File: src/rtl/sdrc_cmd_monitor.sv
// sdrc_cmd_monitor: passive SDRAM command-bus monitor with per-bank tRCD/tRP tracking,
// saturating command counters and first-violation latching. Optional macro: SDRC_ROW_TRACK_EN.
`default_nettype none

module sdrc_cmd_monitor #(
   parameter int NUM_BANKS = 4,
   parameter int ROW_W     = 13,
   parameter int CNT_W     = 16,
   parameter int TRCD      = 3,
   parameter int TRP       = 3,
   localparam int BA_W     = $clog2(NUM_BANKS)
) (
   input  logic                       sdram_clk,
   input  logic                       sdram_resetn,
   input  logic                       sdr_cs_n,
   input  logic                       sdr_ras_n,
   input  logic                       sdr_cas_n,
   input  logic                       sdr_we_n,
   input  logic [BA_W-1:0]            sdr_ba,
   input  logic [ROW_W-1:0]           sdr_addr,
   input  logic                       clr,
   output logic                       cmd_vld,
   output logic [2:0]                 cmd_code,
   output logic [NUM_BANKS-1:0]       bank_open,
   output logic                       err_flag,
   output logic [2:0]                 err_code,
   output logic [CNT_W-1:0]           act_cnt,
   output logic [CNT_W-1:0]           rd_cnt,
   output logic [CNT_W-1:0]           wr_cnt,
   output logic [CNT_W-1:0]           ref_cnt,
   output logic [NUM_BANKS*ROW_W-1:0] open_row
);

   localparam logic [2:0] CMD_NOP = 3'd0;
   localparam logic [2:0] CMD_ACT = 3'd1;
   localparam logic [2:0] CMD_RD  = 3'd2;
   localparam logic [2:0] CMD_WR  = 3'd3;
   localparam logic [2:0] CMD_PRE = 3'd4;
   localparam logic [2:0] CMD_REF = 3'd5;
   localparam logic [2:0] CMD_MRS = 3'd6;
   localparam logic [2:0] CMD_BST = 3'd7;

   typedef enum logic [1:0] {IDLE, ACTING, ACTIVE, PRECHG} bank_state_t;

   logic [2:0]  cmd_now;
   bank_state_t state_q [NUM_BANKS];
   bank_state_t state_d [NUM_BANKS];
   logic [3:0]  timer_q [NUM_BANKS];
   logic [3:0]  timer_d [NUM_BANKS];
   bank_state_t sel_state;
   logic        any_busy;
   logic [2:0]  viol;

   always_comb begin
      cmd_now = CMD_NOP;
      if (!sdr_cs_n) begin
         case ({sdr_ras_n, sdr_cas_n, sdr_we_n})
            3'b011:  cmd_now = CMD_ACT;
            3'b101:  cmd_now = CMD_RD;
            3'b100:  cmd_now = CMD_WR;
            3'b010:  cmd_now = CMD_PRE;
            3'b001:  cmd_now = CMD_REF;
            3'b000:  cmd_now = CMD_MRS;
            3'b110:  cmd_now = CMD_BST;
            default: cmd_now = CMD_NOP;
         endcase
      end
   end

   // Timers count down to the state change; a command in the same cycle overrides it.
   always_comb begin
      for (int b = 0; b < NUM_BANKS; b++) begin
         state_d[b] = state_q[b];
         timer_d[b] = timer_q[b];
         case (state_q[b])
            ACTING: begin
               if (timer_q[b] <= 4'd1) begin
                  state_d[b] = ACTIVE;
                  timer_d[b] = 4'd0;
               end else begin
                  timer_d[b] = timer_q[b] - 4'd1;
               end
            end
            PRECHG: begin
               if (timer_q[b] <= 4'd1) begin
                  state_d[b] = IDLE;
                  timer_d[b] = 4'd0;
               end else begin
                  timer_d[b] = timer_q[b] - 4'd1;
               end
            end
            default: ;
         endcase
         if (cmd_now == CMD_ACT && sdr_ba == BA_W'(b)) begin
            state_d[b] = (TRCD == 1) ? ACTIVE : ACTING;
            timer_d[b] = (TRCD == 1) ? 4'd0 : 4'(TRCD - 1);
         end else if (cmd_now == CMD_PRE && (sdr_ba == BA_W'(b) || sdr_addr[10]) &&
                      (state_q[b] == ACTING || state_q[b] == ACTIVE)) begin
            state_d[b] = (TRP == 1) ? IDLE : PRECHG;
            timer_d[b] = (TRP == 1) ? 4'd0 : 4'(TRP - 1);
         end
      end
   end

   always_comb begin
      any_busy = 1'b0;
      for (int b = 0; b < NUM_BANKS; b++) begin
         if (state_q[b] != IDLE) any_busy = 1'b1;
      end
      sel_state = state_q[sdr_ba];
      viol      = 3'd0;
      case (cmd_now)
         CMD_RD, CMD_WR: begin
            if (sel_state == IDLE || sel_state == PRECHG) viol = 3'd1;
            else if (sel_state == ACTING)                 viol = 3'd2;
         end
         CMD_ACT: begin
            if (sel_state == ACTING || sel_state == ACTIVE) viol = 3'd3;
            else if (sel_state == PRECHG)                   viol = 3'd4;
         end
         CMD_REF, CMD_MRS: begin
            if (any_busy) viol = 3'd5;
         end
         default: ;
      endcase
   end

   always_ff @(posedge sdram_clk or negedge sdram_resetn) begin
      if (!sdram_resetn) begin
         for (int b = 0; b < NUM_BANKS; b++) begin
            state_q[b] <= IDLE;
            timer_q[b] <= 4'd0;
         end
         cmd_vld  <= 1'b0;
         cmd_code <= CMD_NOP;
         err_flag <= 1'b0;
         err_code <= 3'd0;
         act_cnt  <= '0;
         rd_cnt   <= '0;
         wr_cnt   <= '0;
         ref_cnt  <= '0;
      end else begin
         for (int b = 0; b < NUM_BANKS; b++) begin
            state_q[b] <= state_d[b];
            timer_q[b] <= timer_d[b];
         end
         cmd_vld  <= (cmd_now != CMD_NOP);
         cmd_code <= cmd_now;
         if (clr) begin
            err_flag <= 1'b0;
            err_code <= 3'd0;
            act_cnt  <= '0;
            rd_cnt   <= '0;
            wr_cnt   <= '0;
            ref_cnt  <= '0;
         end else begin
            if (cmd_now == CMD_ACT && act_cnt != '1) act_cnt <= act_cnt + CNT_W'(1);
            if (cmd_now == CMD_RD  && rd_cnt  != '1) rd_cnt  <= rd_cnt  + CNT_W'(1);
            if (cmd_now == CMD_WR  && wr_cnt  != '1) wr_cnt  <= wr_cnt  + CNT_W'(1);
            if (cmd_now == CMD_REF && ref_cnt != '1) ref_cnt <= ref_cnt + CNT_W'(1);
            if (viol != 3'd0 && !err_flag) begin
               err_flag <= 1'b1;
               err_code <= viol;
            end
         end
      end
   end

   always_comb begin
      bank_open = '0;
      for (int b = 0; b < NUM_BANKS; b++) begin
         bank_open[b] = (state_q[b] == ACTIVE);
      end
   end

`ifdef SDRC_ROW_TRACK_EN
   logic [ROW_W-1:0] row_q [NUM_BANKS];

   always_ff @(posedge sdram_clk or negedge sdram_resetn) begin
      if (!sdram_resetn) begin
         for (int b = 0; b < NUM_BANKS; b++) row_q[b] <= '0;
      end else if (cmd_now == CMD_ACT) begin
         row_q[sdr_ba] <= sdr_addr;
      end
   end

   for (genvar b = 0; b < NUM_BANKS; b++) begin : g_row
      assign open_row[b*ROW_W +: ROW_W] = bank_open[b] ? row_q[b] : '0;
   end
`else
   logic unused_addr;
   assign unused_addr = ^sdr_addr;
   assign open_row    = '0;
`endif

endmodule

`default_nettype wire

File: config.mk
export PLATFORM = sky130hd
export DESIGN_NAME = sdrc_cmd_monitor
export DESIGN_NICKNAME = d
export VERILOG_FILES = /design/src/rtl/sdrc_cmd_monitor.sv
export SDC_FILE = /design/constraint.sdc
export NUM_CORES = 1
export LEC_CHECK = 0
export CAP_MARGIN = 20
export CORE_ASPECT_RATIO = 0.5
export CORE_MARGIN = 5
export CORE_UTILIZATION = 45
export DETAILED_ROUTE_END_ITERATION = 10
export GPL_TIMING_DRIVEN = 0
export PLACE_DENSITY = 0.84
export SLEW_MARGIN = 20
export SYNTH_ARGS = -nofsm -noshare
export SYNTH_HDL_FRONTEND = slang
export SYNTH_SLANG_ARGS = --single-unit
File: constraint.sdc
create_clock -name sdram_clk -period 2.54 [get_ports sdram_clk]
set_input_delay 0.254 -clock sdram_clk [delete_from_list [all_inputs] [get_ports sdram_clk]]
set_output_delay 0.254 -clock sdram_clk [all_outputs]
set_load 0.005 [all_outputs]
==> results.md <==
- Global Route Usage Sum: 0.1765
- WP data arrival: ~2700 ps
- R2R setup slack: roughly 150 ps
- Syn avg cell area: 9.206 um^2
- Ratio of cells with drive above 1 in the final layout: 0.1203
- Die X: between 150 and 200 um
- Post-route clock period utilization: 0.9414
- Cell Int Power: between 3 and 4 mW
- Commonest cells after routing, fill and taps aside: 97 x nor2_1, 94 x dfrtp_1, 79 x clkdlybuf4s50_1
- Post-synth EDFFs: 0
- Leak: roughly 3.2 nW
- Comb pwr share: 0.291
- Relative slew slack: 0.4418
- Ant. Diodes: 0
- HPWL after DPL: 10,520 um
- Crit path depth: 7
- PwrDens: between 600 and 700 nW/um^2
- Synth Instances: roughly 660
- Unrepaired setup endpoints after global routing: false
- Site Rows: 29
- Place WS: -136.3 ps
- Residual DRC: 0
- Fmax: 418.2 MHz
- Area grow syn2layout: 25.80%
- Final ANT Viol Nets: 0
- Total die area: 16,000 um^2
- Clock Power Share: 0.297
- Max cap viols: 0
- Prevailing post-synth register cell: dfrtp_1
- Sequential Power Share: 0.412
- Setup Skew: between 7 and 8 ps
- CP max-delay cell: mux4_2
- Reg2reg path depth: 7
- CTS tree: done
- Yosys warns: 0
- Worst setup margin: between 100 and 150 ps
- Vias: around 5,100
- Avg WL per Cell: 14.27 um
- Total routed wirelength: 13,920 um
- # port buffers: 80
- Clock Path Buffers: 2
- Die H: roughly 92 um
- Synthesized area: around 6000 um^2
- Inst Count DP: about 960
- Critical path buffers and inverters: 0
- Final Util: 0.5890
- Core Area: roughly 13,000 um^2
- Vias per cell: around 5.2
- Global route overflow: 0
- Drt first pass iters: 5
- Share of the synthesized area in the top cell type: 0.3972
- Top cells by area, synth: dfrtp_1 40%, ha_1 7.0%, xnor2_1 6.7%
- First DRT Iteration DRCs: 390
- I/O Pins: 150
- CP required: approximately 2800 ps
- Clk Latency, worst-skew pair: 340 ps
- Final Setup Violations: 0
- #FFs+latches synth: 96
- Worst hold slack: ~330 ps
- Vias in the first global route: a little under 5,000
- Hold Violations, Final: 0
- Slew Limit Fails: 0
- CTS H-Tree Depth: 3
- Final min period: roughly 2400 ps
- Root buffer cell: clkbuf_16
- CP max FO: 6
- Switching part of the total: 0.3325
- VDD IR max: between 0.0003 and 0.0004 V
- Commonest non-fill, non-tap cell in the layout: nor2_1
- Ys async rst share: 1.000
- Hold/Removal Path Class: input pin to asynchronous set/reset pin
- Yosys top cell by area: dfrtp_1
- CP Class: register to register
- Initial core utilization: 0.4682
- Status: finished, final reports clean
- Total CTS buffers: 9
- Worst-Margin Slew: ~830 ps
- Crit path largest cell delay: around 520 ps
- Worst Setup End Kind: register
- CTS clk-pin slew, worst paths: 70 ps
- Largest net degree at the start of global routing: 73
- Fill cells: 1,097
- Gpl congestion: a little over 0.8
- Nets: 857
- Clock sink count: 96
- Switching power: 1.562 mW
- Initial antenna violation count: 0
- Seq/Total Area, Yosys: 0.3972
- Top Family by Delay on Critical Path: multiplexers
- Finished Layout Cells: around 980
- CP Cell Sequence: mux4_2, ha_1, o21bai_1, a211oi_2, nand2_2, or3_1, a21oi_1
- Crit path launch type: register
- First-pass GRT wire length: 23,830 um
- Distinct cells, synth: 62
==> cell usage after synthesis (5+ instances only) <==
library cell,instances
ha_1,34
inv_1,28
nor4b_1,5
nand4_1,18
nor4_1,7
a21oi_1,39
o21ai_0,19
or3_1,9
clkbuf_1,15
dfrtp_1,96
nand2b_1,5
xnor2_1,46
nor3_1,36
buf_4,53
nand3_1,14
nor2_1,97
nor3b_1,14
nand2_1,29
and3_1,5
==> path summary, 6_finish.rpt <==
check	startpoint	end
setup reg to reg	state_q[0]	err_code[0]
min in group sdram_clk	clr	ref_cnt[2]
setup / recovery	state_q[0]	err_code[0]
hold / removal	sdram_resetn	timer_q[11]
hold reg to reg	timer_q[5]	timer_q[5]
max in group asynchronous	sdram_resetn	wr_cnt[0]
==> what timing repair did <==
item | in CTS | in global routing
endpoints found under the hold margin | 24 | 0
hold buffers | 1 | 0
resized for setup | 0 | 4
setup buffers | 0 | 0
setup endpoints to repair | 0 | 3
==> registers in the layout (all words and copies together), names as in the netlist <==
register and count:
wr_cnt 16, err_flag 1, state_q 8, cmd_code 3
timer_q 16, err_code 3, act_cnt 16, rd_cnt 16
cmd_vld 1, ref_cnt 16
==> cell type report <==
cell class              count  area (um^2)  area share
plain buffers              72        473.0     0.06216
clock buffers              10        239.0     0.03141
clock inverters             6        67.56    0.008880
inverters                  28        105.1     0.01381
multi-input cells         512         3267      0.4294
flip-flops and latches     96         2405      0.3161
well taps                 170        212.7     0.02796
repair buffers             82        839.6      0.1103
==> power groups by stage <==
stage	combinational (mW)	sequential [mW]	clock (mW)
after floorplan	0.983	1.89	0
after global placement	1.28	1.94	0
after detailed placement	1.35	1.95	0
after CTS	1.37	1.92	1.42
after global routing	1.58	1.96	1.48
final	1.37	1.93	1.40
==> through the flow <==
step	setup TNS, ps	total power, mW	cell area (um^2)
finish	0	4.698	7609
floorplan	0	2.878	6240
global placement	-233620	3.221	7253
global route	0	5.021	7609
CTS	0	4.714	7599
detailed placement	-248.3	3.301	7282
==> per-layer routing <==
layer  vias to the layer above  track usage  part of all wire
met1                      2412       0.2215              0.44
met4                         0      0.04279             0.013
met5                         -            0                 0
met3                        18      0.04848             0.061
met2                       144       0.3062              0.49
li1                       2493            -                 -
==> kinds of logic after synthesis <==
family / count (synthesis) / share of synthesized area
buffers and inverters: 100 / 0.09557
XOR/XNOR: 48 / 0.06951
flip-flops: 96 / 0.3972
adder cells (fa/ha/maj): 34 / 0.07034
multiplexers: 7 / 0.01634
other: 1 / 0.0006200
AND/OR/NAND/NOR: 273 / 0.2491
AO/OA/AOI/OAI: 98 / 0.1014
==> worst register-to-register path: stages, from the launching register on <==
cell and delay [ps]:
dfrtp_1 450, mux4_2 520, ha_1 360, o21bai_1 130, a211oi_2 260, nand2_2 120, or3_1 350, a21oi_1 130
(Power assumes the default switching activity.)
